<file path="src/rtl/wb_i2c_if.sv">
// wb_i2c_if: I2C target with a Wishbone register port and RX/TX byte FIFOs.
// Ports: clk_i, rst_ni; Wishbone cyc_i stb_i we_i adr_i dat_i dat_o ack_o;
// I2C scl_i sda_i sense, sda_o open-drain drive (0 pulls low, 1 releases).
// Define WB_I2C_IF_IRQ_EN to add irq_o (RX non-empty or error flag set).
module wb_i2c_if #(
   parameter int                        WB_ADDR_WIDTH  = 2,
   parameter int                        WB_DATA_WIDTH  = 8,
   parameter int                        I2C_ADDR_WIDTH = 7,
   parameter int                        I2C_DATA_WIDTH = 8,
   parameter logic [I2C_ADDR_WIDTH-1:0] SLAVE_ADDR     = 7'h22,
   parameter int                        FIFO_DEPTH     = 32
) (
   input  logic                     clk_i,
   input  logic                     rst_ni,
   input  logic                     cyc_i,
   input  logic                     stb_i,
   input  logic                     we_i,
   input  logic [WB_ADDR_WIDTH-1:0] adr_i,
   input  logic [WB_DATA_WIDTH-1:0] dat_i,
   output logic [WB_DATA_WIDTH-1:0] dat_o,
   output logic                     ack_o,
   input  logic                     scl_i,
   input  logic                     sda_i,
   output logic                     sda_o
`ifdef WB_I2C_IF_IRQ_EN
   ,
   output logic                     irq_o
`endif
);

   localparam int AW = $clog2(FIFO_DEPTH);
   localparam int CW = AW + 1;

   typedef enum logic [2:0] {
      S_IDLE, S_ADDR, S_ADDR_ACK, S_WR_BYTE,
      S_WR_ACK, S_RD_BYTE, S_RD_ACK, S_IGNORE
   } state_t;

   logic                      r_ack;
   logic [WB_DATA_WIDTH-1:0]  r_dat;
   logic [I2C_ADDR_WIDTH-1:0] r_saddr;
   logic                      r_tx_unf, r_rx_ovf;
   logic [1:0]                r_scl_s, r_sda_s;
   logic                      r_scl_d, r_sda_d;

   logic [I2C_DATA_WIDTH-1:0] r_rx_mem [FIFO_DEPTH];
   logic [I2C_DATA_WIDTH-1:0] r_tx_mem [FIFO_DEPTH];
   logic [AW-1:0]             r_rx_wp, r_rx_rp, r_tx_wp, r_tx_rp;
   logic [CW-1:0]             r_rx_cnt, r_tx_cnt;

   state_t                    r_state, w_state_n;
   logic [3:0]                r_bcnt, w_bcnt_n;
   logic [I2C_DATA_WIDTH-1:0] r_shift, w_shift_n;
   logic [I2C_DATA_WIDTH-1:0] r_txsh, w_txsh_n;
   logic                      r_sda, w_sda_n;
   logic                      r_ackd, w_ackd_n;
   logic                      r_busy, w_busy_n;
   logic                      r_last_op, w_last_n;

   logic w_wb_req, w_wr, w_rd;
   logic w_rx_empty, w_rx_full, w_tx_empty, w_tx_full;
   logic w_rx_push, w_rx_pop, w_tx_push, w_tx_pop;
   logic w_set_ovf, w_set_unf, w_load;
   logic w_scl, w_sda, w_scl_rise, w_scl_fall, w_start, w_stop;
   logic [WB_DATA_WIDTH-1:0]  w_csr, w_rdata;
   logic [I2C_DATA_WIDTH-1:0] w_txbyte;

   assign w_wb_req   = cyc_i & stb_i & ~r_ack;
   assign w_wr       = w_wb_req & we_i;
   assign w_rd       = w_wb_req & ~we_i;
   assign w_rx_empty = (r_rx_cnt == '0);
   assign w_rx_full  = (r_rx_cnt == CW'(FIFO_DEPTH));
   assign w_tx_empty = (r_tx_cnt == '0);
   assign w_tx_full  = (r_tx_cnt == CW'(FIFO_DEPTH));
   assign w_rx_pop   = w_rd & (adr_i == 2'd2) & ~w_rx_empty;
   assign w_tx_push  = w_wr & (adr_i == 2'd1) & ~w_tx_full;
   assign w_txbyte   = w_tx_empty ? '1 : r_tx_mem[r_tx_rp];

   assign w_csr = {r_last_op, r_rx_ovf, r_tx_unf, r_busy,
                   w_tx_full, w_tx_empty, w_rx_full, w_rx_empty};

   always_comb begin
      w_rdata = '0;
      case (adr_i)
         2'd0:    w_rdata = w_csr;
         2'd2:    w_rdata = w_rx_empty ? '0 : r_rx_mem[r_rx_rp];
         2'd3:    w_rdata = {1'b0, r_saddr};
         default: w_rdata = '0;
      endcase
   end

   // Synchronized bus levels; START/STOP are SDA edges while SCL stays high.
   assign w_scl      = r_scl_s[1];
   assign w_sda      = r_sda_s[1];
   assign w_scl_rise = w_scl & ~r_scl_d;
   assign w_scl_fall = ~w_scl & r_scl_d;
   assign w_start    = w_scl & r_scl_d & r_sda_d & ~w_sda;
   assign w_stop     = w_scl & r_scl_d & ~r_sda_d & w_sda;

   always_comb begin
      w_state_n = r_state;
      w_bcnt_n  = r_bcnt;
      w_shift_n = r_shift;
      w_txsh_n  = r_txsh;
      w_sda_n   = r_sda;
      w_ackd_n  = r_ackd;
      w_busy_n  = r_busy;
      w_last_n  = r_last_op;
      w_rx_push = 1'b0;
      w_tx_pop  = 1'b0;
      w_set_ovf = 1'b0;
      w_set_unf = 1'b0;
      w_load    = 1'b0;
      if (w_stop) begin
         w_state_n = S_IDLE;
         w_sda_n   = 1'b1;
         w_busy_n  = 1'b0;
      end else if (w_start) begin
         w_state_n = S_ADDR;
         w_bcnt_n  = '0;
         w_sda_n   = 1'b1;
         w_ackd_n  = 1'b0;
      end else begin
         unique case (r_state)
            S_ADDR: if (w_scl_rise) begin
               w_shift_n = {r_shift[6:0], w_sda};
               w_bcnt_n  = r_bcnt + 4'd1;
               if (r_bcnt == 4'd7) begin
                  if (r_shift[6:0] == r_saddr) begin
                     w_state_n = S_ADDR_ACK;
                     w_last_n  = w_sda;
                     w_busy_n  = 1'b1;
                     w_ackd_n  = 1'b0;
                  end else begin
                     w_state_n = S_IGNORE;
                  end
               end
            end
            // First fall drives ACK, second fall ends the ACK clock.
            S_ADDR_ACK: if (w_scl_fall) begin
               if (!r_ackd) begin
                  w_sda_n  = 1'b0;
                  w_ackd_n = 1'b1;
               end else if (r_last_op) begin
                  w_state_n = S_RD_BYTE;
                  w_load    = 1'b1;
               end else begin
                  w_state_n = S_WR_BYTE;
                  w_sda_n   = 1'b1;
                  w_bcnt_n  = '0;
               end
            end
            S_WR_BYTE: if (w_scl_rise) begin
               w_shift_n = {r_shift[6:0], w_sda};
               w_bcnt_n  = r_bcnt + 4'd1;
               if (r_bcnt == 4'd7) begin
                  w_state_n = S_WR_ACK;
                  w_ackd_n  = 1'b0;
               end
            end
            S_WR_ACK: if (w_scl_fall) begin
               if (!r_ackd) begin
                  w_ackd_n = 1'b1;
                  if (!w_rx_full) begin
                     w_rx_push = 1'b1;
                     w_sda_n   = 1'b0;
                  end else begin
                     w_set_ovf = 1'b1;
                  end
               end else begin
                  w_state_n = S_WR_BYTE;
                  w_sda_n   = 1'b1;
                  w_bcnt_n  = '0;
               end
            end
            // bcnt counts bits already driven; 0 means fetch a new byte.
            S_RD_BYTE: if (w_scl_fall) begin
               if (r_bcnt == 4'd0) begin
                  w_load = 1'b1;
               end else if (r_bcnt == 4'd8) begin
                  w_state_n = S_RD_ACK;
                  w_sda_n   = 1'b1;
               end else begin
                  w_sda_n  = r_txsh[7];
                  w_txsh_n = {r_txsh[6:0], 1'b1};
                  w_bcnt_n = r_bcnt + 4'd1;
               end
            end
            S_RD_ACK: if (w_scl_rise) begin
               w_state_n = w_sda ? S_IGNORE : S_RD_BYTE;
               w_bcnt_n  = '0;
            end
            default: ;
         endcase
         if (w_load) begin
            w_tx_pop  = ~w_tx_empty;
            w_set_unf = w_tx_empty;
            w_sda_n   = w_txbyte[7];
            w_txsh_n  = {w_txbyte[6:0], 1'b1};
            w_bcnt_n  = 4'd1;
         end
      end
   end

   always_ff @(posedge clk_i or negedge rst_ni) begin
      if (!rst_ni) begin
         r_state   <= S_IDLE;
         r_bcnt    <= '0;
         r_shift   <= '0;
         r_txsh    <= '0;
         r_sda     <= 1'b1;
         r_ackd    <= 1'b0;
         r_busy    <= 1'b0;
         r_last_op <= 1'b0;
         r_scl_s   <= 2'b11;
         r_sda_s   <= 2'b11;
         r_scl_d   <= 1'b1;
         r_sda_d   <= 1'b1;
      end else begin
         r_state   <= w_state_n;
         r_bcnt    <= w_bcnt_n;
         r_shift   <= w_shift_n;
         r_txsh    <= w_txsh_n;
         r_sda     <= w_sda_n;
         r_ackd    <= w_ackd_n;
         r_busy    <= w_busy_n;
         r_last_op <= w_last_n;
         r_scl_s   <= {r_scl_s[0], scl_i};
         r_sda_s   <= {r_sda_s[0], sda_i};
         r_scl_d   <= r_scl_s[1];
         r_sda_d   <= r_sda_s[1];
      end
   end

   always_ff @(posedge clk_i or negedge rst_ni) begin
      if (!rst_ni) begin
         r_ack    <= 1'b0;
         r_dat    <= '0;
         r_saddr  <= SLAVE_ADDR;
         r_tx_unf <= 1'b0;
         r_rx_ovf <= 1'b0;
      end else begin
         r_ack <= w_wb_req;
         if (w_wb_req)
            r_dat <= we_i ? '0 : w_rdata;
         if (w_wr && adr_i == 2'd3)
            r_saddr <= dat_i[I2C_ADDR_WIDTH-1:0];
         if (w_set_unf)
            r_tx_unf <= 1'b1;
         else if (w_wr && adr_i == 2'd0 && dat_i[5])
            r_tx_unf <= 1'b0;
         if (w_set_ovf)
            r_rx_ovf <= 1'b1;
         else if (w_wr && adr_i == 2'd0 && dat_i[6])
            r_rx_ovf <= 1'b0;
      end
   end

   always_ff @(posedge clk_i or negedge rst_ni) begin
      if (!rst_ni) begin
         r_rx_wp  <= '0;
         r_rx_rp  <= '0;
         r_rx_cnt <= '0;
         r_tx_wp  <= '0;
         r_tx_rp  <= '0;
         r_tx_cnt <= '0;
      end else begin
         if (w_rx_push) r_rx_wp <= r_rx_wp + 1'b1;
         if (w_rx_pop)  r_rx_rp <= r_rx_rp + 1'b1;
         if (w_rx_push && !w_rx_pop)      r_rx_cnt <= r_rx_cnt + 1'b1;
         else if (w_rx_pop && !w_rx_push) r_rx_cnt <= r_rx_cnt - 1'b1;
         if (w_tx_push) r_tx_wp <= r_tx_wp + 1'b1;
         if (w_tx_pop)  r_tx_rp <= r_tx_rp + 1'b1;
         if (w_tx_push && !w_tx_pop)      r_tx_cnt <= r_tx_cnt + 1'b1;
         else if (w_tx_pop && !w_tx_push) r_tx_cnt <= r_tx_cnt - 1'b1;
      end
   end

   always_ff @(posedge clk_i) begin
      if (w_rx_push) r_rx_mem[r_rx_wp] <= r_shift;
      if (w_tx_push) r_tx_mem[r_tx_wp] <= dat_i;
   end

   assign dat_o = r_dat;
   assign ack_o = r_ack;
   assign sda_o = r_sda;

`ifdef WB_I2C_IF_IRQ_EN
   logic r_irq;
   always_ff @(posedge clk_i or negedge rst_ni) begin
      if (!rst_ni) r_irq <= 1'b0;
      else         r_irq <= ~w_rx_empty | r_tx_unf | r_rx_ovf;
   end
   assign irq_o = r_irq;
`endif

endmodule

</file>
<file path="config.mk">
export PLATFORM = sky130hd
export DESIGN_NAME = wb_i2c_if
export DESIGN_NICKNAME = d
export VERILOG_FILES = /design/src/rtl/wb_i2c_if.sv
export SDC_FILE = /design/constraint.sdc
export NUM_CORES = 1
export LEC_CHECK = 0
export BUFFER_PORTS_ARGS = -buffer_cell sky130_fd_sc_hd__buf_2
export CAP_MARGIN = 10
export CORE_AREA = 10 10 158 269
export CTS_BUF_LIST = sky130_fd_sc_hd__clkbuf_2 sky130_fd_sc_hd__clkbuf_4 sky130_fd_sc_hd__clkbuf_8
export DETAILED_ROUTE_END_ITERATION = 16
export DIE_AREA = 0 0 168 279
export HOLD_SLACK_MARGIN = 0.1
export MAX_ROUTING_LAYER = met4
export PLACE_DENSITY = 0.81
export SLEW_MARGIN = 5
export SYNTH_ARGS = -nofsm -noshare
export SYNTH_HDL_FRONTEND = slang
export SYNTH_SLANG_ARGS = --single-unit
</file>
<file path="constraint.sdc">
create_clock -name clk_i -period 3.9 [get_ports clk_i]
set_input_delay 0.585 -clock clk_i [delete_from_list [all_inputs] [get_ports clk_i]]
set_output_delay 0.585 -clock clk_i [all_outputs]
set_load 0.02 [all_outputs]
</file>
# After elaboration in Yosys (flattened, before gate mapping)
# Memory sizes are Yosys's and may differ from the RTL's.
# Index checks and enable logic that the tools add are counted.
dict set report word_totals {
  register_bits 83
  ram_bits 512
  inputBits 17
  out_inout_bits 10
  n_memories 2
}
dict set report op_classes {
  add_sub_neg 9
  eq_ne 51
  muxes 105
  bitwise_logic 26
  reduce_logical 40
}
# name depth width read_ports rd_ports_with_merged_regs write_ports line
set mem_list {}
lappend mem_list {r_rx_mem 32 8 1 0 1 46} ;# logic [I2C_DATA_WIDTH-1:0] r_rx_mem [FIFO_DEPTH];
lappend mem_list {r_tx_mem 32 8 1 0 1 47} ;# logic [I2C_DATA_WIDTH-1:0] r_tx_mem [FIFO_DEPTH];
# operator count
set op_table {}
lappend op_table {{!= test 4 bit (second input constant)} 21}
lappend op_table {{2-to-1 mux 8 bit} 8}
lappend op_table {{2-to-1 mux 1 bit} 58}
lappend op_table {{2-to-1 mux 3 bit} 16}
lappend op_table {{2-to-1 mux 4 bit} 12}
lappend op_table {{2-to-1 mux 6 bit} 4}
lappend op_table {{one-hot mux 8 bit (3 select lines)} 1}
lappend op_table {{adder 5 x 1 -> 5 bit (second input constant)} 4}
lappend op_table {{!= test 5 bit (second input constant)} 4}
lappend op_table {{one-hot mux 4 bit (5 select lines)} 1}
lappend op_table {{nonzero test 2 bit} 10}
lappend op_table {{one-hot mux 3 bit (6 select lines)} 1}
lappend op_table {{AND 1 bit} 15}
lappend op_table {{!= test 3 bit (second input constant)} 5}
lappend op_table {{AND reduction 13 bit} 1}
lappend op_table {{adder 6 x 1 -> 6 bit (second input constant)} 2}
lappend op_table {{== test 6 bit (second input constant)} 2}
lappend op_table {{zero test 6 bit} 2}
lappend op_table {{!= test 6 bit (second input constant)} 2}
lappend op_table {{AND reduction 12 bit} 1}
lappend op_table {{AND reduction 6 bit} 2}
lappend op_table {{subtractor 6 x 1 -> 6 bit (second input constant)} 2}
lappend op_table {{inverter 1 bit} 11}
lappend op_table {{== test 3 bit (second input constant)} 3}
lappend op_table {{other kinds (27)} 43}

# Depth between registers and ports, before layout
# Gate-level depths: netlist of the first run.
dict set report depth {
  ltp_word 12
  mapped_depth 16
  ltp_nobuf 16
}

# Worst setup path before layout of the first run
# Ideal clock, no wire load.
dict set report synth_timing {
  path_type {flip-flop to flip-flop}
  start {register r_tx_cnt[1]}
  end {register r_tx_cnt[5]}
  setup_time_ns 0.130
  arrival_time_ns 2.803
  required_time_ns 3.770
  slack_ns 0.966
  stages_incl_launch_ff 14
  path_buffers 0
  period_less_slack_ns 2.934
  path_cell_list {dfrtp_1 or4_1 nor3_1 nor2_1 inv_1 ha_1 inv_1 ha_1 a21o_1 a21oi_1 nor2_1 nand4_1 o211ai_1 xor2_1}
}
dict set report synth_between {
  elab_chain_cells 8
  elab_cells_between_ends 17
}
# item line
set synth_lines {}
lappend synth_lines {{from (decl)} 49} ;# logic [CW-1:0] r_rx_cnt, r_tx_cnt;
lappend synth_lines {{from (signal assigned)} 274} ;# if (w_tx_push && !w_tx_pop) r_tx_cnt <= r_tx_cnt + 1'b1;
lappend synth_lines {{from (signal assigned)} 275} ;# else if (w_tx_pop && !w_tx_push) r_tx_cnt <= r_tx_cnt - 1'b1;
lappend synth_lines {{zero test 6 bit} 73} ;# assign w_tx_empty = (r_tx_cnt == '0);
lappend synth_lines {{inverter 1 bit} 196} ;# w_tx_pop = ~w_tx_empty;
lappend synth_lines {{2-to-1 mux 1 bit} 195} ;# if (w_load) begin
lappend synth_lines {{2-to-1 mux 1 bit} 118} ;# end else if (w_start) begin
lappend synth_lines {{2-to-1 mux 1 bit} 114} ;# if (w_stop) begin
lappend synth_lines {{zero test 1 bit} 274}
lappend synth_lines {{logical AND 1 bit} 274}
lappend synth_lines {{2-to-1 mux 6 bit or nonzero test 2 bit (tied branches)} --}
# Several ways; a longest one is shown, not always the timed one. The select of a mux whose other input is x is not followed.
# A chain may end at the register's enable or synchronous reset.

# Worst setup path in the final report of the first run
dict set report layout_timing {
  start {register r_tx_cnt[0]}
  end {register r_tx_cnt[5]}
}
# The elaborated chain is that of the path after synthesis.

==> results of run 1 <==
sequential cells by signal (all words and copies together), names as in the netlist, 2 cells and up:
| register | count |
|---|---|
| dat_o | 8 |
| r_bcnt | 4 |
| r_rx_cnt | 6 |
| r_rx_mem | 256 |
| r_rx_rp | 5 |
| r_rx_wp | 5 |
| r_saddr | 7 |
| r_scl_s | 2 |
| r_sda_s | 2 |
| r_shift | 8 |
| r_state | 3 |
| r_tx_cnt | 6 |
| r_tx_mem | 256 |
| r_tx_rp | 5 |
| r_tx_wp | 5 |
| r_txsh | 8 |
critical path: stages, from the launching register on:
cell	delay, ps
dfrtp_1	430
or4_1	600
nor3_1	320
nor2_1	110
inv_1	150
ha_1	300
inv_1	140
ha_1	320
a21o_1	190
a21oi_1	230
nor2_1	90
nand4_1	90
o211ai_1	110
xor2_1	160
cell type report:
type | instances | area, µm²
multi-input cells | 685 | 6360
repair buffers | 54 | 375
clock buffers | 115 | 1410
clock inverters | 35 | 255
inverters | 23 | 87.6
well taps | 480 | 601
flip-flops and latches | 595 | 17500
fillers | 2305 | 11200
diodes | 1 | 2.50
stage by stage:
| stage | util, % | total power [mW] | cell area (µm²) | setup slack (ps) |
|---|---|---|---|---|
| floorplan | - | 10.1 | 24300 | 966 |
| global placement | 65.9 | 10.9 | 24900 | 693 |
| detailed placement | 65.9 | 11.0 | 24900 | 608 |
| CTS | 70.4 | 15.8 | 26600 | 570 |
| global route | 70.4 | 16.3 | 26600 | 207 |
| finish | 70.4 | 15.7 | 26600 | 521 |
cells by family after synthesis:
| group | count (synthesis) | share of synthesized area, % |
|---|---|---|
| buf+inv | 92 | 1.90 |
| compound gates | 183 | 5.30 |
| fa+ha+maj | 24 | 1.30 |
| xor+xnor | 33 | 1.19 |
| simple gates | 278 | 5.75 |
| flops | 595 | 71.9 |
| mux | 167 | 12.6 |
placed cells by master, fill, tap and decap left out, types with 6 or more instances in the layout:
master,count
a211o_1,7
a211oi_1,9
a21o_1,6
a21oi_1,40
a221o_1,7
a22oi_1,29
buf_2,25
buf_4,24
clkbuf_4,27
clkbuf_8,88
clkinv_1,15
clkinv_2,11
dfrtp_1,71
dfstp_2,9
edfxtp_1,512
ha_1,22
inv_1,22
mux2_2,17
mux2i_1,40
mux4_2,110
nand2_1,68
nand2b_1,15
nand3_1,8
nand3b_1,9
nand4_1,14
nor2_1,102
nor2b_1,9
nor3_1,12
o21ai_0,17
o221ai_1,12
o22ai_1,24
or3_1,6
xnor2_1,23
xor2_1,10
power groups by stage:
| stage | logic, mW | registers (mW) | clock network, mW |
|---|---|---|---|
| 2_1_floorplan | 2.08 | 8.01 | 0 |
| 3_3_place_gp | 2.63 | 8.24 | 0 |
| 3_5_place_dp | 2.70 | 8.27 | 0 |
| 4_1_cts | 2.72 | 8.14 | 4.91 |
| 5_1_grt | 2.94 | 8.20 | 5.18 |
| 6_report | 2.71 | 8.15 | 4.82 |
metal layers:
metal  share of wire (%)  vias up
met4                 5.0        0
met5                   0        -
met3                 5.5      131
met1                  34     6484
li1                    -     5607
met2                  56      546
worst min path at each step:
stage	start	to
after floorplan	rst_ni	ack_o$_DFF_PN0_
after global placement	r_sda_s[0]$_DFF_PN1_	r_sda_s[1]$_DFF_PN1_
after global routing	we_i	r_rx_rp[1]$_DFFE_PN0P_
after CTS	we_i	r_rx_rp[1]$_DFFE_PN0P_
final	we_i	r_rx_rp[1]$_DFFE_PN0P_
after detailed placement	r_scl_s[0]$_DFF_PN1_	r_scl_s[1]$_DFF_PN1_
repair_timing:
action	in CTS	in global routing
endpoints found under the hold margin	41	0
hold buffers	3	0
setup endpoints to repair	0	0
==> impl_metrics.yaml, run 1 <==
grt:
  grtUsageMet2_pct: 40.2
  met1_usage_pct: 23.8
  use_met3_pct: 3.49
  busiest_layer: "met2"
  overflow: 0
  grt_pass1_vias: 13500
  grt_pass1_wl_um: 79200
  grt.total_usage_pct: 22.7
  grt_max_degree: 74
  antenna_found_initial: 1
logic_synthesis:
  netlist_area_um2: 24300
  synth_ff_type: "edfxtp_1"
  syn_nets: 1413
  ys_warn_count: 0
  synthTopCellsByArea: "edfxtp_1 63%, mux4_2 10%, dfrtp_1 7.6%"
  ys_seq_area_share_pct: 71.9
  ys_top_cells_by_count: "512 x edfxtp_1, 110 x mux4_2, 102 x nor2_1"
  synth_top_area_share_pct: 63.3
  netlist_instances: 1372
  netlist-cell-type-count: 75
  syn_avg_cell_area_um2: 17.7
  synth_async_sr_flop_share_pct: 13.9
  synth-seq-cells: 595
  synth_edf_count: 512
  yosysTopAreaCell: "edfxtp_1"
  yosys.cell_count.top_type: "edfxtp_1"
clock_tree:
  clockRootBuffer: "clkbuf_8"
  clock_latency_ps: 660
  cts_sinks: 595
  cts_buffer_depth: 3
  htreeDepth: 3
  cts_tree: "built"
  cts_resized: 0
  cts_buffers: 82
  clk_pin_slew_ps: 80
  cts_setup_buffers: 0
worst_setup_path:
  reg2reg_to: "r_tx_cnt[5]$_DFFE_PN0P_"
  endpoint_kind: "flip-flop"
  crit_fanout: 7
  crit_type: "reg2reg"
  crit_required_ps: 4430
  r2r-start: "r_tx_cnt[0]$_DFFE_PN0P_"
  start_kind: "flip-flop"
  crit_path_end: "r_tx_cnt[5]$_DFFE_PN0P_"
  worstSetupStartpoint: "r_tx_cnt[0]$_DFFE_PN0P_"
  rr_worst_depth: 13
  arrival_ps: 3910
  ff2ff_setup_slack_ps: 520
placed_design:
  dp.cells: 1834
  port_buffers: 26
  gp_congestion: 0.960
  hpwl_um: 34000
sta:
  rsz0062_at_grt: "no"
  period_minus_slack_ps: 3380
  hold_viol_final: 0
  tns_ps: 0
  max_freq_mhz: 296
  fin_hold_ws_ps: 287
  timing.final.crit_share_pct: 86.6
  clock_skew_ps: 39.8
  tightest_slew_ps: 1270
  slew_headroom_pct: 15.4
  slew_viol_final: 0
  setup_viol_count_final: 0
route:
  drt-initial-drc-count: 1309
  wire_per_inst_um: 25.7
  vias_per_cell: 6.42
  ant_nets: 0
  num_vias: 12800
  drtPass1Iterations: 5
  drc: 0
  drt_wl_total_um: 51100
pwr:
  p_int_mw: 11.3
  power_frac_clock_pct: 30.8
  power.leakage_nw: 8.83
  combPwrFrac_pct: 17.3
  irDropWorstVdd_mv: 0.451
  switching_power_mw: 4.34
  swShare_pct: 27.7
  seq_power_share_pct: 52.0
  power.density_nw_per_um2: 590
status:
  status: "completed"
floorplanning:
  die_x_um: 168
  die_y_um: 279
  die-area_um2: 46900
  fp-row-count: 94
  start_util_pct: 64.3
  io_pins: 27
  design.core.area_um2: 37800
min_path:
  hold_class: "in2reg"
  whs_path_depth: 4
job:
  max-cap-violations: 0
finish:
  syn2layout_area_growth_pct: 9.42
  nNetsFinal: 1482
  fin_cells: 1988
  drive_gt1_share_pct: 23.3
(Power assumes the default switching activity.)
==> run 2, diff against run 1 <==
--- a/config.mk
+++ b/config.mk
@@ -5,15 +5,16 @@
 export SDC_FILE = /design/constraint.sdc
 export NUM_CORES = 1
 export LEC_CHECK = 0
+export ABC_AREA = 1
 export BUFFER_PORTS_ARGS = -buffer_cell sky130_fd_sc_hd__buf_2
 export CAP_MARGIN = 10
-export CORE_AREA = 10 10 158 269
+export CORE_AREA = 10 10 163 278
 export CTS_BUF_LIST = sky130_fd_sc_hd__clkbuf_2 sky130_fd_sc_hd__clkbuf_4 sky130_fd_sc_hd__clkbuf_8
 export DETAILED_ROUTE_END_ITERATION = 16
-export DIE_AREA = 0 0 168 279
+export DIE_AREA = 0 0 173 288
 export HOLD_SLACK_MARGIN = 0.1
 export MAX_ROUTING_LAYER = met4
-export PLACE_DENSITY = 0.81
+export PLACE_DENSITY = 0.82
 export SLEW_MARGIN = 5
 export SYNTH_ARGS = -nofsm -noshare
 export SYNTH_HDL_FRONTEND = slang
==> impl_metrics.yaml, run 2 <==
worst_setup_path:
  r2r-start: "r_bcnt[0]$_DFFE_PN0P_"
  crit_slowest_cell: "dfrtp_1"
  arrival_ps: 3820
  crit_fanout: 14
  slowest_delay_ps: 420
  cpMostUsedCell: "nand2_1"
  crit_type: "reg2reg"
  worstSetupStartpoint: "r_bcnt[0]$_DFFE_PN0P_"
  crit_required_ps: 4490
  start_kind: "flip-flop"
  path_cells: "inv_1 > ha_1 > inv_1 > nor2_1 > nand2_1 > nand2_1 > nand4_4 > nor2_4 > inv_1 > ha_1 > inv_1 > ha_1 > nand3_1 > nand3_1 > nand2_1 > nand2_1 > a21oi_1 > xnor2_1 > nand2_1 > nand2_1"
  ff2ff_setup_slack_ps: 670
  endpoint_kind: "flip-flop"
placed_design:
  port_buffers: 26
  gp_congestion: 0.984
  hpwl_um: 41700
  dp.cells: 3123
sta:
  clock_skew_ps: 29.2
  tns_ps: 0
  max_freq_mhz: 309
  setup_viol_count_final: 0
  period_minus_slack_ps: 3230
  hold_viol_final: 0
  timing.final.crit_share_pct: 82.9
  tightest_slew_ps: 1240
  slew_headroom_pct: 17.3
  rsz0062_at_grt: "no"
  slew_viol_final: 0
finish:
  syn2layout_area_growth_pct: 8.85
  fin_cells: 3272
  layout_common_cells: "898 x nand2_1, 512 x edfxtp_1, 317 x inv_1"
  nNetsFinal: 2697
  final_common_cell: "nand2_1"
  top_regs: "r_rx_mem: 256 flops, r_tx_mem: 256 flops"
  drive_gt1_share_pct: 9.15
logic_synthesis:
  syn_avg_cell_area_um2: 10.1
  synth_async_sr_flop_share_pct: 13.9
  ys_seq_area_share_pct: 66.1
  ys_warn_count: 0
  netlist_area_um2: 26400
  synthTopCellsByArea: "edfxtp_1 58%, nand2_1 13%, dfrtp_1 7.0%"
  ys_top_cells_by_count: "898 x nand2_1, 512 x edfxtp_1, 319 x inv_1"
  netlist_instances: 2623
  syn_nets: 2664
  synth_edf_count: 512
  netlist-cell-type-count: 50
  yosys.cell_count.top_type: "nand2_1"
  synth-seq-cells: 595
  yosysTopAreaCell: "edfxtp_1"
  synth_ff_type: "edfxtp_1"
  synth_top_area_share_pct: 58.2
grt:
  grt.total_usage_pct: 26.4
  use_met3_pct: 3.50
  met1_usage_pct: 26.9
  grt_max_degree: 106
  antenna_found_initial: 1
  busiest_layer: "met2"
  overflow: 0
  grtUsageMet2_pct: 47.8
  grt_pass1_wl_um: 98400
  grt_pass1_vias: 18200
floorplanning:
  design.core.area_um2: 40700
  die-area_um2: 49800
  io_pins: 27
  fp-row-count: 98
  die_x_um: 173
  start_util_pct: 64.9
  die_y_um: 288
clock_tree:
  cts_tree: "built"
  clock_latency_ps: 660
  clockRootBuffer: "clkbuf_8"
  htreeDepth: 3
  cts_buffers: 78
  cts_buffer_depth: 3
  cts_sinks: 595
  clk_pin_slew_ps: 70
route:
  drt-initial-drc-count: 1644
  num_vias: 18200
  vias_per_cell: 5.56
  drtPass1Iterations: 6
  ant_nets: 0
  wire_per_inst_um: 19.4
  drc: 0
  drt_wl_total_um: 63600
pwr:
  power.leakage_nw: 12.0
  power.density_nw_per_um2: 624
  irDropWorstVdd_mv: 0.727
min_path:
  hp-start: "we_i"
  hold_class: "in2reg"
status:
  status: "completed"
job:
  max-cap-violations: 0
==> run 2: logic make-up (layout without fill, tap and decap cells) <==
logic type | Yosys count | count (layout) | share of synthesized area [%]
AND/OR/NAND/NOR | 1406 | 1406 | 22.1
flip-flops | 595 | 595 | 66.1
buffers and inverters | 436 | 534 | 6.57
AO/OA/AOI/OAI | 128 | 128 | 2.82
XOR/XNOR | 29 | 29 | 0.962
adder cells (fa/ha/maj) | 24 | 24 | 1.19
multiplexers | 5 | 5 | 0.213
other | 0 | 1 | 0
==> run 2: stage by stage <==
stage / setup WS, ps / power (mW) / util, % / hold WS (ps) / cell area, µm²
6_report: 668 / 18.0 / 70.6 / 333 / 28800
3_5_place_dp: 595 / 13.1 / 66.4 / 349 / 27000
3_3_place_gp: 720 / 12.9 / 66.4 / 345 / 27000
2_1_floorplan: 1170 / 11.4 / - / 289 / 26400
5_1_grt: 357 / 18.9 / 70.6 / 333 / 28800
4_1_cts: 712 / 17.9 / 70.6 / 291 / 28700
==> run 2: cell type report <==
type | count | area [µm²]
multi-input combinational | 1592 | 7220
antenna | 1 | 2.50
sequential | 595 | 17500
tap | 550 | 688
inverter | 333 | 1250
clock buffer | 105 | 1310
clock inverter | 40 | 375
timing repair buffer | 56 | 428
fill | 2977 | 12000
==> run 2: worst paths after layout <==
path,end,depth (start not counted)
min in group asynchronous,r_state[0]$_DFFE_PN0P_,2
min,dat_o[7]$_DFFE_PN0N_,4
max,r_tx_cnt[5]$_DFFE_PN0P_,20
max reg2reg,r_tx_cnt[5]$_DFFE_PN0P_,20
max in group asynchronous,r_saddr[5]$_DFFE_PN1P_,3
min reg2reg,r_sda_s[1]$_DFF_PN1_,0
==> run 2: worst max-delay path, delay by kind of cell (launching register included) <==
| kind | cells | cell delay (ps) |
|---|---|---|
| AOI/OAI and AO/OA | 1 | 170 |
| xor gates and xnor gates | 1 | 140 |
| adders and majority gates | 3 | 670 |
| and+or+nand+nor | 11 | 1460 |
| buffers and inverters | 4 | 330 |
| DFF | 1 | 420 |
==> run 2: report_power, final <==
part / switching, mW / internal, mW
clock: 2.29 / 2.63
sequential: 0.420 / 7.40
combinational: 3.71 / 1.51
total: 6.41 / 11.5
==> run 2: per-layer routing <==
layer  up-vias  share of wire, %
li1       8618                 -
met1      8628                34
met2       771                54
met3       189               6.1
met4         0               5.8
met5         -                 0
==> run 2: repair_timing <==
action | 4_1_cts | 5_1_grt
hold endpoints to repair | 49 | 0
buffers inserted | 0 | 0
resized for setup | 0 | 0
hold buffers | 3 | 0
